$ cat src/rtl/piso_serializer_if.sv
// Load/shift/serial-out bundle between a parallel producer and the serializer.
// The producer side drives the handshake and strobes; the serializer drives line and status.
interface piso_serializer_if #(
   parameter int DATA_WIDTH = 8
);
   logic                  load_valid;
   logic                  load_ready;
   logic [DATA_WIDTH-1:0] data_in;
   logic                  shift_en;
   logic                  abort;
   logic                  data_out;
   logic                  frame_active;
   logic                  last_bit;
   logic                  done;

   modport master (
      output load_valid, data_in, shift_en, abort,
      input  load_ready, data_out, frame_active, last_bit, done
   );

   modport slave (
      input  load_valid, data_in, shift_en, abort,
      output load_ready, data_out, frame_active, last_bit, done
   );
endinterface

$ cat src/rtl/piso_serializer.sv
// Parallel-in/serial-out serializer: one word per frame, one bit per shift_en strobe,
// with gapless reload on the last bit and a synchronous abort.
module piso_serializer #(
   parameter int   DATA_WIDTH = 8,
   parameter bit   LSB_FIRST  = 1'b0,
   parameter logic IDLE_LEVEL = 1'b1
) (
   input  logic               clk,
   input  logic               reset,
   piso_serializer_if.slave   bus
);
   localparam int CW = $clog2(DATA_WIDTH);

   typedef enum logic {IDLE, SHIFT} state_t;

   state_t                r_state;
   logic [DATA_WIDTH-1:0] r_shift;
   logic [CW-1:0]         r_cnt;
   logic                  r_done;

   state_t                w_state_next;
   logic [DATA_WIDTH-1:0] w_shift_next;
   logic [CW-1:0]         w_cnt_next;
   logic                  w_done_next;

   logic                  w_bit;
   logic [DATA_WIDTH-1:0] w_shifted;
   logic                  w_last;
   logic                  w_ready;
   logic                  w_accept;

   generate
      if (LSB_FIRST) begin : g_lsb
         assign w_bit     = r_shift[0];
         assign w_shifted = {1'b0, r_shift[DATA_WIDTH-1:1]};
      end else begin : g_msb
         assign w_bit     = r_shift[DATA_WIDTH-1];
         assign w_shifted = {r_shift[DATA_WIDTH-2:0], 1'b0};
      end
   endgenerate

   assign w_last   = (r_state == SHIFT) && (r_cnt == CW'(DATA_WIDTH - 1));
   // Ready on the last strobed bit too, so a waiting word follows with no idle gap.
   assign w_ready  = !bus.abort && ((r_state == IDLE) || (w_last && bus.shift_en));
   assign w_accept = bus.load_valid && w_ready;

   always_comb begin
      w_state_next = r_state;
      w_shift_next = r_shift;
      w_cnt_next   = r_cnt;
      w_done_next  = 1'b0;
      if (bus.abort) begin
         w_state_next = IDLE;
         w_shift_next = '0;
         w_cnt_next   = '0;
      end else if (w_accept) begin
         w_state_next = SHIFT;
         w_shift_next = bus.data_in;
         w_cnt_next   = '0;
         w_done_next  = (r_state == SHIFT);
      end else if (r_state == SHIFT && bus.shift_en) begin
         w_shift_next = w_shifted;
         if (w_last) begin
            w_state_next = IDLE;
            w_cnt_next   = '0;
            w_done_next  = 1'b1;
         end else begin
            w_cnt_next = r_cnt + CW'(1);
         end
      end
   end

   always_ff @(posedge clk or posedge reset) begin
      if (reset) begin
         r_state <= IDLE;
         r_shift <= '0;
         r_cnt   <= '0;
         r_done  <= 1'b0;
      end else begin
         r_state <= w_state_next;
         r_shift <= w_shift_next;
         r_cnt   <= w_cnt_next;
         r_done  <= w_done_next;
      end
   end

   assign bus.load_ready   = w_ready;
   assign bus.frame_active = (r_state == SHIFT);
   assign bus.data_out     = (r_state == SHIFT) ? w_bit : IDLE_LEVEL;
   assign bus.last_bit     = w_last;
   assign bus.done         = r_done;
endmodule

$ cat src/flat_wrapper.sv
// flat-port wrapper written by rule: the top's interface ports become plain ports
module piso_serializer_flat 
#(
   parameter int   DATA_WIDTH = 8,
   parameter bit   LSB_FIRST  = 1'b0,
   parameter logic IDLE_LEVEL = 1'b1
)
  (clk, reset, bus_load_valid, bus_data_in, bus_shift_en, bus_abort, bus_load_ready, bus_data_out, bus_frame_active, bus_last_bit, bus_done);
  piso_serializer_if #(.DATA_WIDTH(DATA_WIDTH)) bus_i ();
  input  logic clk;
  input  logic reset;
  input wire logic [$bits(bus_i.load_valid)-1:0] bus_load_valid;
  input wire logic [$bits(bus_i.data_in)-1:0] bus_data_in;
  input wire logic [$bits(bus_i.shift_en)-1:0] bus_shift_en;
  input wire logic [$bits(bus_i.abort)-1:0] bus_abort;
  output wire logic [$bits(bus_i.load_ready)-1:0] bus_load_ready;
  output wire logic [$bits(bus_i.data_out)-1:0] bus_data_out;
  output wire logic [$bits(bus_i.frame_active)-1:0] bus_frame_active;
  output wire logic [$bits(bus_i.last_bit)-1:0] bus_last_bit;
  output wire logic [$bits(bus_i.done)-1:0] bus_done;
  assign bus_i.load_valid = bus_load_valid;
  assign bus_i.data_in = bus_data_in;
  assign bus_i.shift_en = bus_shift_en;
  assign bus_i.abort = bus_abort;
  assign bus_load_ready = bus_i.load_ready;
  assign bus_data_out = bus_i.data_out;
  assign bus_frame_active = bus_i.frame_active;
  assign bus_last_bit = bus_i.last_bit;
  assign bus_done = bus_i.done;
  piso_serializer #(.DATA_WIDTH(DATA_WIDTH), .LSB_FIRST(LSB_FIRST), .IDLE_LEVEL(IDLE_LEVEL)) u_core (.clk(clk), .reset(reset), .bus(bus_i));
endmodule
$ cat config.mk
export PLATFORM = sky130hd
export DESIGN_NAME = piso_serializer_flat
export DESIGN_NICKNAME = d
export VERILOG_FILES = /design/src/rtl/piso_serializer_if.sv /design/src/rtl/piso_serializer.sv /design/src/flat_wrapper.sv
export SDC_FILE = /design/constraint.sdc
export NUM_CORES = 1
export LEC_CHECK = 0
export ABC_AREA = 1
export CAP_MARGIN = 20
export CORE_MARGIN = 2
export CORE_UTILIZATION = 50
export CTS_BUF_LIST = sky130_fd_sc_hd__clkbuf_4 sky130_fd_sc_hd__clkbuf_8
export DETAILED_ROUTE_END_ITERATION = 7
export GPL_ROUTABILITY_DRIVEN = 0
export PLACE_DENSITY = 0.8
export SYNTH_ARGS = -nofsm -noshare
export SYNTH_HDL_FRONTEND = slang
export SYNTH_SLANG_ARGS = --single-unit
export TNS_END_PERCENT = 20
$ cat constraint.sdc
create_clock -name clk -period 3.6 [get_ports clk]
set_input_delay 0.9 -clock clk [delete_from_list [all_inputs] [get_ports clk]]
set_output_delay 0.9 -clock clk [all_outputs]
set_load 0.03 [all_outputs]
After elaboration in Yosys (flattened, before gate mapping) --
Index checks and enable logic that the tools add are counted.
Storage, ports and cells: bits in registers 13, bits of input ports 13, output and inout bits 5, word-level logic and storage cells 33
Cells by class: $add $sub $neg 1, equality and inequality tests 1, mux-type cells 16, bitwise logic cells 1, reductions and logical operators 10
Operators by type and width (count):
- $mux 8 | 3
- $mux 3 | 4
- $mux 1 | 9
- $reduce_bool 3->1 | 2
- $logic_and 1x1->1 | 5
- $add 3x1->3 const B | 1
- $eq 3x3->1 const B | 1
- $reduce_and 2->1 | 1
- $logic_not 1->1 | 1
- $logic_or 1x1->1 | 1
- $not 1->1 | 1

Logic depth before layout (Yosys ltp) --
word-level depth 8, mapped depth 9, gate-level depth less buffers 9

Worst setup path after synthesis --
Ideal clock, no wire load.
kind input -> output, from input port bus_shift_en, to output port bus_load_ready, arrival 1.228 ns, required time 2.700 ns, slack 1.472 ns, stages on the path 2, buffers on the path 0, cells stage by stage a21oi_4 -> nor2_4
On the way: longest elaborated chain between the ends 3
Ends and longest elaborated chain:
- start: declaration | RTL line flat_wrapper.sv:14 | input wire logic [$bits(bus_i.shift_en)-1:0] bus_shift_en;
- $logic_and 1x1->1 | RTL line piso_serializer.sv:44 | assign w_ready = !bus.abort && ((r_state == IDLE) || (w_last && bus.shift_en));
- $logic_or 1x1->1 | RTL line piso_serializer.sv:44
- $logic_and 1x1->1 | RTL line piso_serializer.sv:44
- end: declaration | RTL line flat_wrapper.sv:16 | output wire logic [$bits(bus_i.load_ready)-1:0] bus_load_ready;
No other way between the ends.

Worst setup path after layout --
Same ends and word-level chain as after synthesis.

==> flow_summary.yaml <==
critical_path:
  crit_type: "primary input to primary output"
  cp.required_ns: 2.70
  path_max_fanout: 3
  path_buf_inv: 2
  crit_slowest_cell: "clkdlybuf4s50_1"
  crit_path_end_kind: "primary output"
  worstPathCellList: "clkdlybuf4s50_1 -> a21oi_4 -> nor2_4 -> clkdlybuf4s50_1"
  arrival_ns: 2.34
  cp-start-kind: "primary input"
  cp_top_family: "buffers and inverters"
  critPathMaxStageDelay_ns: 0.68
  crit_path_frequent_cell: "clkdlybuf4s50_1"
power:
  cellLeakagePower_nw: 0.496
  irDropWorstVdd_uv: 218
  power_density_nw_per_um2: 365
timing:
  fin_worst_skew_ns: 0.00709
  min_period_ns: 3.24
  finalCritPeriodShare: 0.900
  max_freq_mhz: 309
  relSlewSlack: 0.628
  rsz0062_at_grt: "false"
  setup_tns_ns: 0
  drv_slew: 0
  setup_viol: 0
  tightest_slew_ns: 0.556
  hold_viol: 0
die:
  die_area_um2: 1820
  die_h_um: 42.7
  die_w_um: 42.7
  start_util: 0.555
  io-pin-count: 18
  rows: 13
  design.core.area_um2: 1350
synth:
  ys_seq_elements: 13
  syn_area_um2: 749
  synth_most_common_cell: "nand2_1"
  synth_top_area_frac: 0.434
  synth_flop_cell: "dfrtp_1"
  synth_seq_area_share: 0.434
  ys.warnings.count: 0
  syn_nets: 109
  yosys-top-cells-count: "nand2_1, dfrtp_1, nor2_1"
  synth_area_leaders: "dfrtp_1, nand2_1, nand3_1, nor2_1, inv_1"
  synthArstFlopShare: 1.00
  yosysTopAreaCell: "dfrtp_1"
  avgSynthCellArea_um2: 7.97
  synth_edf_count: 0
  synth_cell_type_count: 21
  synthCells: 94
clocking:
  clk_path_buf_depth: 2
  cts-resized-gates: 0
  cts_tree: "done"
  cts_setup_buffers: 0
  holdBufCountCts: 0
  cts_htree_levels: 1
  cts.sinks: 13
  cts_root_buffer: "clkbuf_4"
  cts_buffers: 3
  clkTransAtPathRegs_ns: 0.08
  worstSkewPairLatency_ns: 0.27
drt:
  antenna_left: 0
  drtIter0Drc: 14
  routed_wl_mm: 1.47
  drc_errors: 0
  drtPass1Iterations: 4
  route.vias.total: 644
  vias_per_cell: 4.99
  avgRoutedWirePerCell_um: 11.4
global_routing:
  grt-busiest-layer: "met2"
  grt_overflow: 0
  gr-usage-met2: 0.264
  met3_usage: 0.0255
  grt_max_degree: 14
  grtUsageTotal: 0.174
  grt_util_met1: 0.245
  antenna_found_initial: 0
  grt_pass1_wl_mm: 2.41
  grt_pass1_vias: 561
final_layout:
  final_cells: 129
  final_nets: 130
  drive_gt1_frac: 0.140
  area_growth_pct: 28.0
  diodes: 0
min_path:
  hp-class: "register to register"
flow_run:
  drv_cap: 0
run_status:
  status: "completed"
placed_design:
  placed_cells: 125
  portBuffers: 17
  dp_hpwl_mm: 1.15
-- area by class of cell --
class	count	area, um2
Sequential cell	13	325
Timing Repair Buffer	18	178
Clock buffer	4	30.0
Multi-Input combinational cell	69	370
Inverter	10	37.5
Tap cell	15	18.8
Fill cell	112	390
-- sequential cells by signal (all words and copies together) (netlist names) --
| signal | flops |
|---|---|
| u_core.bus.done | 1 |
| u_core.r_shift | 8 |
| u_core.bus.frame_active | 1 |
| u_core.r_cnt | 3 |
-- worst reg2reg max path, delay by kind of cell (launching register included) --
family / cells / cell delay, ns
flip-flops: 1 / 0.41
AO/OA/AOI/OAI: 2 / 0.36
adder cells (fa/ha/maj): 2 / 0.45
AND/OR/NAND/NOR: 3 / 0.33
-- kinds of logic after synthesis --
kind of cell,after synthesis,share of synthesized area
compound gates,8,0.0952
fa+ha+maj,2,0.0334
buf+inv,12,0.0718
flops,13,0.434
simple gates,59,0.366
-- placed cells by master (no fill, tap or decap) --
master	instances
a21oi_2	1
or2_0	3
a21oi_4	1
buf_4	1
clkbuf_4	4
inv_1	8
inv_2	2
nand4_1	2
nand2_2	1
nand2_1	27
nand3_1	10
o211ai_1	1
a21oi_1	3
ha_1	2
dfrtp_1	13
clkdlybuf4s50_1	17
nor2_4	2
nand2_4	1
nor2_1	12
o21bai_2	1
o211ai_2	1
or2_2	1
-- path summary, 6_finish.rpt --
kind,startpoint,to,slack (ns),depth (start not counted)
worst min-delay path,u_core.r_shift[1]$_DFFE_PP0P_,u_core.r_shift[1]$_DFFE_PP0P_,0.49,2
min in group asynchronous,reset,u_core.r_shift[2]$_DFFE_PP0P_,0.94,2
worst min register to register,u_core.r_shift[1]$_DFFE_PP0P_,u_core.r_shift[1]$_DFFE_PP0P_,0.49,2
worst max register to register,u_core.r_cnt[0]$_DFFE_PP0P_,u_core.r_shift[5]$_DFFE_PP0P_,1.98,7
worst max-delay path,bus_shift_en,bus_load_ready,0.36,4
max in group asynchronous,reset,u_core.r_cnt[1]$_DFFE_PP0P_,2.33,2
-- report_power, final --
group | switching (mW) | internal [mW] | total (mW) | leakage, nW
Sequential | 0.00944 | 0.160 | 0.169 | 0.171
Combinational | 0.0472 | 0.0365 | 0.0837 | 0.306
Clock | 0.0470 | 0.0504 | 0.0974 | 0.0184
Total | 0.104 | 0.247 | 0.350 | 0.496
-- per-stage QoR --
step	cell area [um2]	total power [mW]	setup WS, ns	hold WS [ns]	utilization
2_1_floorplan	749	0.225	1.47	0.441	-
3_3_place_gp	930	0.254	0.362	0.459	0.689
3_5_place_dp	930	0.256	0.365	0.469	0.689
4_1_cts	960	0.352	0.352	0.489	0.711
5_1_grt	960	0.367	0.326	0.523	0.711
6_report	960	0.350	0.362	0.488	0.711
-- layer usage --
metal,up-vias,share of wire
met4,0,0.0075
met1,291,0.51
li1,337,-
met2,14,0.44
met3,2,0.046
met5,-,0
Note: power is estimated with default switching activity, not from simulation.
